===== config.mk =====
export PLATFORM = sky130hd
export DESIGN_NAME = fwnoc_router_wh
export DESIGN_NICKNAME = d
export VERILOG_FILES = /design/src/rtl/fwnoc_router_wh.sv
export SDC_FILE = /design/constraint.sdc
export NUM_CORES = 1
export LEC_CHECK = 0
export CAP_MARGIN = 20
export CELL_PAD_IN_SITES_DETAIL_PLACEMENT = 0
export CELL_PAD_IN_SITES_GLOBAL_PLACEMENT = 1
export CORE_MARGIN = 2
export CORE_UTILIZATION = 52
export CTS_CLUSTER_SIZE = 25
export DETAILED_ROUTE_END_ITERATION = 10
export GPL_TIMING_DRIVEN = 0
export PLACE_DENSITY = 0.94
export REMOVE_ABC_BUFFERS = 1
export SYNTH_ARGS = -nofsm -noshare
export SYNTH_HDL_FRONTEND = slang
export SYNTH_SLANG_ARGS = --single-unit

===== constraint.sdc =====
create_clock -name clock -period 6.1 [get_ports clock]
set_clock_uncertainty 0.2 [all_clocks]
set_input_delay 0.61 -clock clock [delete_from_list [all_inputs] [get_ports clock]]
set_output_delay 0.61 -clock clock [all_outputs]
set_load 0.05 [all_outputs]

===== src/rtl/fwnoc_router_wh.sv =====
// 5-port wormhole mesh router: per-port ingress FIFOs, XY routing on the header at a FIFO
// head, and per-egress round-robin arbitration that locks an egress to one source until
// the last flit of the packet has left. Port order: 0=H 1=N 2=S 3=E 4=W.
module fwnoc_router_wh #(
    parameter int DAT_WIDTH  = 32,
    parameter int FIFO_DEPTH = 4,
    parameter int COORD_W    = 4,
    parameter int X_ID       = 0,
    parameter int Y_ID       = 0
) (
    input  logic                   clock,
    input  logic                   reset,
    input  logic [4:0]             i_valid,
    output logic [4:0]             i_ready,
    input  logic [5*DAT_WIDTH-1:0] i_dat,
    output logic [4:0]             e_valid,
    input  logic [4:0]             e_ready,
    output logic [5*DAT_WIDTH-1:0] e_dat
);
    localparam int NP = 5;
    localparam int AW = $clog2(FIFO_DEPTH);
    localparam int CW = AW + 1;
    localparam logic [COORD_W-1:0] X_C    = COORD_W'(X_ID);
    localparam logic [COORD_W-1:0] Y_C    = COORD_W'(Y_ID);
    localparam logic [CW-1:0]      FULL_C = CW'(FIFO_DEPTH);

    typedef enum logic {EG_IDLE, EG_BUSY} eg_state_e;

    logic [DAT_WIDTH-1:0] mem_q    [NP][FIFO_DEPTH];
    logic [AW-1:0]        rd_ptr_q [NP];
    logic [AW-1:0]        rd_ptr_d [NP];
    logic [AW-1:0]        wr_ptr_q [NP];
    logic [AW-1:0]        wr_ptr_d [NP];
    logic [CW-1:0]        cnt_q    [NP];
    logic [CW-1:0]        cnt_d    [NP];
    logic [7:0]           rem_q    [NP];
    logic [7:0]           rem_d    [NP];
    eg_state_e            state_q  [NP];
    eg_state_e            state_d  [NP];
    logic [2:0]           src_q    [NP];
    logic [2:0]           src_d    [NP];
    logic [2:0]           ptr_q    [NP];
    logic [2:0]           ptr_d    [NP];

    logic [NP-1:0]        push, pop, full, nempty, is_hdr, last, locked;
    logic [DAT_WIDTH-1:0] head  [NP];
    logic [2:0]           route [NP];
    logic [NP-1:0]        req   [NP];
    logic [3:0]           cand;
    logic                 gnt_found;

    // Ingress view: head flit, header/last classification, XY route and egress request
    always_comb begin
        for (int p = 0; p < NP; p++) begin
            head[p]    = mem_q[p][rd_ptr_q[p]];
            full[p]    = (cnt_q[p] == FULL_C);
            nempty[p]  = (cnt_q[p] != '0);
            is_hdr[p]  = (rem_q[p] == 8'd0);
            last[p]    = is_hdr[p] ? (head[p][2*COORD_W +: 8] == 8'd0) : (rem_q[p] == 8'd1);
            i_ready[p] = !full[p] && !reset;
            push[p]    = i_valid[p] && i_ready[p];
            if (head[p][COORD_W-1:0] > X_C)
                route[p] = 3'd3;
            else if (head[p][COORD_W-1:0] < X_C)
                route[p] = 3'd4;
            else if (head[p][2*COORD_W-1:COORD_W] > Y_C)
                route[p] = 3'd2;
            else if (head[p][2*COORD_W-1:COORD_W] < Y_C)
                route[p] = 3'd1;
            else
                route[p] = 3'd0;
            locked[p] = 1'b0;
            for (int e = 0; e < NP; e++) begin
                if (state_q[e] == EG_BUSY && src_q[e] == 3'(p))
                    locked[p] = 1'b1;
            end
            req[p] = '0;
            if (nempty[p] && is_hdr[p] && !locked[p])
                req[p][route[p]] = 1'b1;
        end
    end

    // Egress FSMs: round-robin grant in IDLE, stream the locked source in BUSY
    always_comb begin
        pop       = '0;
        e_valid   = '0;
        e_dat     = '0;
        cand      = '0;
        gnt_found = 1'b0;
        for (int e = 0; e < NP; e++) begin
            state_d[e] = state_q[e];
            src_d[e]   = src_q[e];
            ptr_d[e]   = ptr_q[e];
            gnt_found  = 1'b0;
            if (state_q[e] == EG_BUSY) begin
                if (nempty[src_q[e]]) begin
                    e_valid[e] = 1'b1;
                    e_dat[e*DAT_WIDTH +: DAT_WIDTH] = head[src_q[e]];
                    if (e_ready[e]) begin
                        pop[src_q[e]] = 1'b1;
                        if (last[src_q[e]])
                            state_d[e] = EG_IDLE;
                    end
                end
            end else begin
                for (int off = 0; off < NP; off++) begin
                    cand = {1'b0, ptr_q[e]} + 4'(off);
                    if (cand >= 4'd5)
                        cand = cand - 4'd5;
                    if (!gnt_found && req[cand[2:0]][e]) begin
                        gnt_found  = 1'b1;
                        state_d[e] = EG_BUSY;
                        src_d[e]   = cand[2:0];
                        ptr_d[e]   = (cand == 4'd4) ? 3'd0 : cand[2:0] + 3'd1;
                    end
                end
            end
        end
    end

    // FIFO pointers, occupancy and the remaining-flit counter that tracks header vs payload
    always_comb begin
        for (int p = 0; p < NP; p++) begin
            wr_ptr_d[p] = push[p] ? wr_ptr_q[p] + AW'(1) : wr_ptr_q[p];
            rd_ptr_d[p] = pop[p]  ? rd_ptr_q[p] + AW'(1) : rd_ptr_q[p];
            cnt_d[p]    = cnt_q[p];
            if (push[p] && !pop[p])
                cnt_d[p] = cnt_q[p] + CW'(1);
            else if (!push[p] && pop[p])
                cnt_d[p] = cnt_q[p] - CW'(1);
            rem_d[p] = rem_q[p];
            if (pop[p])
                rem_d[p] = is_hdr[p] ? head[p][2*COORD_W +: 8] : rem_q[p] - 8'd1;
        end
    end

    // Control state, cleared asynchronously so a reset abandons any packet in flight
    always_ff @(posedge clock or posedge reset) begin
        if (reset) begin
            for (int p = 0; p < NP; p++) begin
                rd_ptr_q[p] <= '0;
                wr_ptr_q[p] <= '0;
                cnt_q[p]    <= '0;
                rem_q[p]    <= '0;
                state_q[p]  <= EG_IDLE;
                src_q[p]    <= '0;
                ptr_q[p]    <= '0;
            end
        end else begin
            for (int p = 0; p < NP; p++) begin
                rd_ptr_q[p] <= rd_ptr_d[p];
                wr_ptr_q[p] <= wr_ptr_d[p];
                cnt_q[p]    <= cnt_d[p];
                rem_q[p]    <= rem_d[p];
                state_q[p]  <= state_d[p];
                src_q[p]    <= src_d[p];
                ptr_q[p]    <= ptr_d[p];
            end
        end
    end

    // Flit storage; stale contents are harmless because occupancy gates every read
    always_ff @(posedge clock) begin
        for (int p = 0; p < NP; p++) begin
            if (push[p])
                mem_q[p][wr_ptr_q[p]] <= i_dat[p*DAT_WIDTH +: DAT_WIDTH];
        end
    end

endmodule

# --- Word level (Yosys, flattened, before mapping) ---
# Memories as Yosys holds them, arrays and structs flattened.
# Index checks and enable logic that the tools add are counted.
# W data, S select, Z words.
classes:
  add_sub_neg: 95
  order_cmp: 110
  n_bitwise: 49
  reduce_logical: 166
  n_mux: 475
  n_eq_ne: 55
op_table:
  columns: ["op", "n"]
  rows:
  - ["$mux W32", 35]
  - ["$mux W128", 5]
  - ["$bmux W32 S3", 5]
  - ["$bmux W5 S3", 25]
  - ["$mux W3", 108]
  - ["$bmux W32 S2", 5]
  - ["$demux W32 S2", 5]
  - ["$mux W4", 60]
  - ["$mux W1", 160]
  - ["$mux W5", 30]
  - ["$ge A4 B4 Y1 const B", 30]
  - ["$not A3 Y4", 30]
  - ["$eq A4 B3 Y1 const B", 25]
  - ["$add A3 B1 Y3 const B", 30]
  - ["$logic_and A1 B1 Y1", 90]
  - ["$ge A4 B3 Y1 const B", 20]
  - ["$logic_not A8 Y1", 10]
  - ["$sub A4 B3 Y4 const B", 20]
  - ["$ge A3 B3 Y1 const B", 15]
  - ["$logic_not A1 Y1", 41]
  - ["$add A3 B2 Y4 const B", 10]
  - ["$eq A8 B1 Y1 const B", 5]
  - ["$gt A4 B1 Y1 const B", 10]
  - ["$lt A3 B4 Y1 const B", 10]
  - ["other kinds (24)", 166]
totals:
  ramBits: 640
  out_inout_bits: 170
  regBits: 110
  mem_count: 1
memory_table:
  columns: ["memory", "words", "word_bits", "rd", "rd_clocked_by_memory_dff", "wr", "line_no", "rtl"]
  rows:
  - ["mem_q", 5, 128, 5, 0, 5, "29", "logic [DAT_WIDTH-1:0] mem_q [NP][FIFO_DEPTH];"]

# --- Longest topological paths before layout ---
# Gate-level depths: netlist of the first run.
depth:
  word_depth: 35
  depth_mapped: 20

# --- Worst setup path before layout of the first run ---
# OpenSTA, ideal clock, no wires.
synth_path:
  kind: "register to output"
  from: "register rd_ptr_q[0] in the netlist's numbering"
  to: "output e_dat[90]"
  path_buffers: 5
  required_time_ns: 5.290
  stages_incl_launch_ff: 12
  slack_ns: 1.841
  arrival_time_ns: 3.449
  cell_sequence: "dfrtp_1 -> buf_2 -> buf_2 -> clkbuf_1 -> buf_1 -> clkbuf_1 -> mux2i_1 -> nand2_1 -> o21ai_0 -> o22a_1 -> o22a_1 -> nor2_1"
synth_between:
  elab_chain_len: 9
synth_lines:
  columns: ["item", "line_no", "rtl"]
  rows:
  - ["start, declared", "30", "logic [AW-1:0] rd_ptr_q [NP];"]
  - ["start signal, assigned by index", "151", "rd_ptr_q[p] <= rd_ptr_d[p];"]
  - ["$not A2 Y3 (implied by the code)", "55", "head[p] = mem_q[p][rd_ptr_q[p]];"]
  - ["$bmux W32 S2", "55", null]
  - ["$mux W32 (implied by the code) (2 in a row)", "55", null]
  - ["$bmux W32 S3", "98", "e_dat[e*DAT_WIDTH +: DAT_WIDTH] = head[src_q[e]];"]
  - ["$mux W32 (implied by the code) (2 in a row)", "98", null]
  - ["$mux W32", "96", "if (nempty[src_q[e]]) begin"]
  - ["$mux W32", "95", "if (state_q[e] == EG_BUSY) begin"]
  - ["end, declared", "18", "output logic [5*DAT_WIDTH-1:0] e_dat"]
# No other way between the ends. The select of a mux whose other input is x is not followed.

# --- Final worst setup path of the first run ---
layout_path:
  from: "register cnt_q[0] in the netlist's numbering"
  to: "register cnt_q[14] in the netlist's numbering"
layout_between:
  elab_chain_len: 24
  word_cells_on_any_way: 34
layout_lines:
  columns: ["item", "line_no", "rtl"]
  rows:
  - ["start, declared", "34", "logic [CW-1:0] cnt_q [NP];"]
  - ["start signal, assigned by index", "153", "cnt_q[p] <= cnt_d[p];"]
  - ["$reduce_bool A3 Y1 (*)", "57", "nempty[p] = (cnt_q[p] != '0);"]
  - ["$bmux W1 S3", "96", null]
  - ["$mux W1 (implied by the code)", "96", null]
  - ["$mux W5", "96", null]
  - ["$mux W5", "95", null]
  - ["$or A5 B5 Y5 (no line)", null, null]
  - ["$mux W5", "99", "if (e_ready[e]) begin"]
  - ["$mux W5", "96", null]
  - ["(+8 left out)", null, null]
  - ["$mux W5", "95", null]
  - ["$or A5 B5 Y5 (no line)", null, null]
  - ["$mux W5", "99", null]
  - ["$mux W5", "96", null]
  - ["$mux W5 (*)", "95", null]
  - ["$logic_not A1 Y1", "127", "if (push[p] && !pop[p])"]
  - ["$logic_and A1 B1 Y1", "127", null]
  - ["$mux W3 or $reduce_bool A2 Y1 (tied branches)", null, null]
# Mark *: on every way between the ends. The rest lies on a longest branch, timed or not. The select of a mux whose other input is x is not followed.
# A chain may end at the register's enable or synchronous reset.

==> flow_summary_export.csv, run 1 <==
group,metric,value,unit
status,status,"finished clean",
logic_synthesis,synthesis.area,0.0399,mm^2
timing,slew_viol_final,0,
critical_path,rr_worst_depth,15,
logic_synthesis,synth_cell_types,92,
logic_synthesis,synth_largest_area_cell,"edfxtp_1",
global_routing,grt_pass1_vias,28981,
floorplan,dieHeight,281,um
route,wirelength,129,mm
logic_synthesis,yosysSeqAreaShare,0.544,
clocking,post_cts_buffers,0,
logic_synthesis,synth_edf_count,640,
job,drv_cap,0,
clocking,cts_inserted_buffers,74,
critical_path,critPathMostFrequentCell,"inv_1",
critical_path,crit_chain,"nor3_1 > o32ai_1 > nand2_2 > inv_1 > nand2_1 > nor2_1 > a222oi_1 > nand3_1 > inv_1 > ha_1 > inv_1 > fa_1 > xor2_1 > nor2_1 > xor2_1",
logic_synthesis,synthCells,3222,
critical_path,startpoint_type,"flip-flop",
logic_synthesis,synthDominantCellAreaShare,0.481,
global_routing,grt.overflow.total,0,
critical_path,slowest_delay,970,ps
clocking,cts_resized,0,
place,dpl.hpwl,88.7,mm
global_routing,grt_pass1_wl,188,mm
logic_synthesis,synth_warnings,0,
global_routing,antenna_found_initial,17,
floorplan,io_pins,342,
floorplan,rows,101,
logic_synthesis,yosys-top-cells-area,"edfxtp_1 48%, mux4_2 8.5%, mux2i_1 7.1%",
critical_path,path_buf_inv,3,
timing,setup_viol,0,
clocking,hold_buffers,0,
place,place_congestion,0.957,
timing,relSlewSlack,0.171,
route,dr.pass1.iters,8,
timing,tightest_slew,1230,ps
timing,hold_ws,296,ps
critical_path,cp.depth,15,
worst_hold_path,whs_path_depth,1,
clocking,cts_tree,"built",
cells_and_area,final_layout_size_suffix_gt1_frac,0.114,
floorplan,dieArea,0.0790,mm^2
critical_path,path_delay_family,"simple AND/OR/NAND/NOR gates",
logic_synthesis,postSynthAreaPerCell,12.4,um^2
pwr,powerDensity,566,mW/mm^2
critical_path,cp.arrival,6240,ps
cells_and_area,area.growth.synth_to_final,17.8,%
cells_and_area,layout_common_cells,"640 x edfxtp_1, 341 x clkdlybuf4s50_1, 331 x nor2_1, 285 x mux2i_1, 221 x a21oi_1",
floorplan,fp.dieW,281,um
route,drt_iter0_drc,4342,
pwr,leakagePower,16.4,nW
logic_synthesis,ys_ff_latch,741,
route,antenna_left,0,
clocking,htree_levels,3,
clocking,cts-root-buf,"clkbuf_16",
cells_and_area,final_common_cell,"edfxtp_1",
clocking,clkTransAtPathRegs,70,ps
timing,fin_crit_sh,0.968,
clocking,cts.sinks,741,
timing,hold_violations,0,
critical_path,critPathRequiredTime,6430,ps
clocking,clk_latency,630,ps
timing,min_period,5910,ps
worst_hold_path,hp-class,"reg2reg",
timing,rsz0062_at_grt,"no",
logic_synthesis,ys.flop_type,"edfxtp_1",
place,io_buffer_count,341,
place,post-place-ws,431,ps
clocking,cts_max_path_buffers,3,
floorplan,core,0.0759,mm^2
cells_and_area,fillCellCount,5643,
global_routing,grt_max_degree,79,
route,drc_errors,0,
cells_and_area,fin_nets,3760,
route,vias_per_cell,6.57,
critical_path,crit_path_end_kind,"flip-flop",
critical_path,worst-setup-path-type,"reg2reg",
route,vias,30071,
pwr,peakVddDrop,0.000620,V
global_routing,track_usage,0.323,
floorplan,start_util,0.526,
timing,max_freq,169,MHz
route,wire_per_inst,28.2,um
timing,setup_slack,193,ps
logic_synthesis,synthArstFlopShare,0.136,
critical_path,critPathMaxFanout,33,
critical_path,cpMaxStageDelayCell,"nor3_1",
power by group:
group	internal (W)	total, W	switching (W)
Combinational	0.00526	0.0147	0.00940
Sequential	0.00630	0.00735	0.00106
Clock	0.00267	0.00460	0.00193
flip-flops by register name (all words and copies together), names as in the netlist:
| register | count |
|---|---|
| state_q | 5 |
| ptr_q | 9 |
| wr_ptr_q | 10 |
| cnt_q | 15 |
| rem_q | 40 |
| rd_ptr_q | 10 |
| src_q | 12 |
| mem_q | 640 |
metrics by stage:
stage	utilization	instance area (um^2)	instances	total power, W	setup TNS (ps)
detailed placement	0.586	44500	4428	0.0216	0
finish	0.619	47000	4576	0.0266	0
global route	0.619	47000	4571	0.0277	0
global placement	0.577	43900	4396	0.0212	-312480
floorplan	-	39200	3025	0.0166	-3430
CTS	0.618	46900	4558	0.0263	0
layer usage:
layer  GRT usage  vias up  part of all wire
met5           0        -            0.0011
met4       0.208       20             0.075
met3      0.0698      458              0.11
met2       0.509     2016              0.46
met1       0.404    14665              0.35
li1            -    12912                 -
path summary, 6_finish.rpt:
check / start / end / slack, ps
worst max register to register: cnt_q[0] / cnt_q[14] / 190
worst min-delay path: cnt_q[5] / cnt_q[5] / 300
worst min register to register: cnt_q[5] / cnt_q[5] / 300
worst max-delay path: cnt_q[0] / cnt_q[14] / 190
min in group asynchronous: reset / ptr_q[6] / 580
max in group asynchronous: reset / rd_ptr_q[0] / 4310
cells by family after synthesis:
logic type	synth area share
buffers and inverters	0.0294
XOR/XNOR	0.0123
adder cells (fa/ha/maj)	0.0353
flip-flops	0.544
AND/OR/NAND/NOR	0.105
AO/OA/AOI/OAI	0.110
multiplexers	0.164
Yosys cell counts, types with 13 or more instances:
master	n
a211oi_1	28
a21o_1	15
a21oi_1	221
a31oi_1	18
and3_1	58
buf_1	44
clkbuf_1	137
dfrtp_1	101
edfxtp_1	640
ha_1	100
inv_1	98
mux2_2	28
mux2i_1	285
mux4_2	150
nand2_1	197
nand2b_1	26
nand3_1	38
nand4_1	23
nor2_1	331
nor2b_1	16
nor3_1	48
nor4_1	39
o21ai_0	136
o22a_1	109
o22ai_1	55
or4_1	13
xnor2_1	39
xor2_1	17
final cells by class:
type | count | area (um^2) | share of cell area
antenna | 12 | 30.0 | 0.000638
clock buffer | 96 | 1970 | 0.0418
clock inverter | 34 | 439 | 0.00934
inverter | 104 | 402 | 0.00854
multi-input combinational | 2180 | 17100 | 0.363
sequential | 741 | 21800 | 0.463
tap | 1030 | 1290 | 0.0274
timing repair buffer | 379 | 4060 | 0.0862
No activity file was read; power rests on OpenSTA's default activity.
==> run 2, diff against run 1 <==
Settings changed: CORE_MARGIN 2 to default.
==> run 2 against run 1 <==
Against the previous run:
- worst hold slack improved by 10 ps
- largest power group unchanged
- via count fell by 0.13%
- critical path type unchanged
- utilization rose by 0.14 points
==> flow_summary_export.csv, run 2 (same netlist as run 1, synthesis figures left out) <==
group,metric,value,unit
cells_and_area,utilization,0.621,
clocking,cts_max_path_buffers,3,
global_routing,grt_pass1_wl,189,mm
route,drc_errors,0,
critical_path,cpMaxStageDelayCell,"nor4_1",
job,drv_cap,0,
cells_and_area,layout_common_cells,"640 x edfxtp_1, 341 x clkdlybuf4s50_1, 331 x nor2_1, 285 x mux2i_1, 221 x a21oi_1",
timing,rsz0062_at_grt,"no",
floorplan,rows,101,
timing,setup_viol,0,
pwr,leakagePower,16.5,nW
global_routing,grt_pass1_vias,29177,
pwr,total_power,0.0266,W
global_routing,track_usage,0.329,
timing,min_period,5980,ps
cells_and_area,final_common_cell,"edfxtp_1",
cells_and_area,largest_reg_flops,640,
floorplan,start_util,0.526,
route,antenna_left,0,
critical_path,critPathRequiredTime,6390,ps
timing,max_freq,167,MHz
cells_and_area,fillCellCount,5696,
place,place_congestion,0.958,
timing,slew_viol_final,0,
place,place_area,0.0446,mm^2
cells_and_area,design_area,0.0471,mm^2
critical_path,crit_chain,"buf_12 > mux4_2 > nor4_1 > nand4_1 > nor2_1 > a21oi_1 > o311a_1 > nand3_1 > a21oi_1 > a221o_1 > o31ai_1 > o21ai_1",
route,wirelength,131,mm
clocking,cts_inserted_buffers,74,
cells_and_area,final_layout_size_suffix_gt1_frac,0.118,
critical_path,critPathMostFrequentCell,"a21oi_1",
cells_and_area,seqCellArea,0.0218,mm^2
global_routing,antenna_found_initial,22,
critical_path,slowest_delay,920,ps
critical_path,worst-setup-path-type,"reg2reg",
critical_path,crit_path_end_kind,"flip-flop",
route,wire_per_inst,28.4,um
route,vias_per_cell,6.54,
cells_and_area,area.growth.synth_to_final,18.0,%
clocking,cts-root-buf,"clkbuf_16",
floorplan,dieHeight,279,um
cells_and_area,fin_nets,3764,
route,dr.pass1.iters,8,
pwr,peakVddDrop,0.000632,V
floorplan,dieArea,0.0779,mm^2
global_routing,grt.overflow.total,0,
critical_path,startpoint_type,"flip-flop",
clocking,hold_buffers,0,
critical_path,cp.arrival,6270,ps
cells_and_area,multi_input_area,0.0171,mm^2
route,drt_iter0_drc,3874,
floorplan,core,0.0759,mm^2
timing,hold_violations,0,
timing,fin_crit_sh,0.981,
critical_path,critPathMaxFanout,21,
clocking,cts.sinks,741,
clocking,clk_latency,630,ps
clocking,cts_tree,"built",
status,status,"finished clean",
clocking,htree_levels,3,
global_routing,grt_max_degree,54,
critical_path,path_delay_family,"simple AND/OR/NAND/NOR gates",
place,dpl.hpwl,88.3,mm
floorplan,io_pins,342,
critical_path,path_buf_inv,1,
timing,relSlewSlack,0.135,
clocking,clkTransAtPathRegs,70,ps
pwr,powerDensity,565,mW/mm^2
route,vias,30033,
clocking,cts_resized,0,
floorplan,fp.dieW,279,um
timing,hold_ws,306,ps
place,io_buffer_count,341,
clocking,post_cts_buffers,0,
worst_hold_path,hp-class,"reg2reg",
timing,tightest_slew,1280,ps
==> run 2: cell count changes in the layout (fill, tap and decap cells not counted), moves of 2 or more <==
cell,change
clkbuf_1,-10
clkinv_2,+9
clkinv_4,+5
diode_2,+5
buf_4,+3
buf_12,+2
clkinv_1,+2
==> run 2: final cells by class <==
class                      count  share of cell area
tap                         1030              0.0273
clock buffer                  87              0.0412
inverter                     104             0.00844
antenna                       17            0.000902
multi-input combinational   2180               0.362
timing repair buffer         383              0.0873
clock inverter                48              0.0106
sequential                   741               0.462
==> run 2: power breakdown <==
group | switching [W] | internal [W] | total [W] | leakage [nW]
clock | 0.00197 | 0.00264 | 0.00461 | 1.20
sequential | 0.00111 | 0.00629 | 0.00740 | 7.00
combinational | 0.00935 | 0.00527 | 0.0146 | 8.25
==> run 2: final timing paths <==
kind                             start  cells after the start           to  slack (ps)
max in group asynchronous        reset                      3     src_q[9]        4200
min in group asynchronous        reset                      2  wr_ptr_q[6]         750
min reg2reg                   cnt_q[2]                      1     cnt_q[2]         310
min                           cnt_q[2]                      1     cnt_q[2]         310
max reg2reg                rd_ptr_q[8]                     12    src_q[14]         120
max                        rd_ptr_q[8]                     12    src_q[14]         120
==> run 2: metrics by stage <==
stage / setup TNS [ps] / setup WS (ps) / std cells
detailed placement: 0 / 374 / 4431
global route: 0 / 85.4 / 4585
global placement: -333570 / -3850 / 4396
CTS: 0 / 307 / 4566
finish: 0 / 115 / 4590
floorplan: -3430 / -796 / 3025
==> run 2: metal layers <==
layer / track usage / part of all wire
met1: 0.415 / 0.36
met2: 0.527 / 0.47
met3: 0.0650 / 0.10
met4: 0.200 / 0.064
met5: 0 / 0.00063
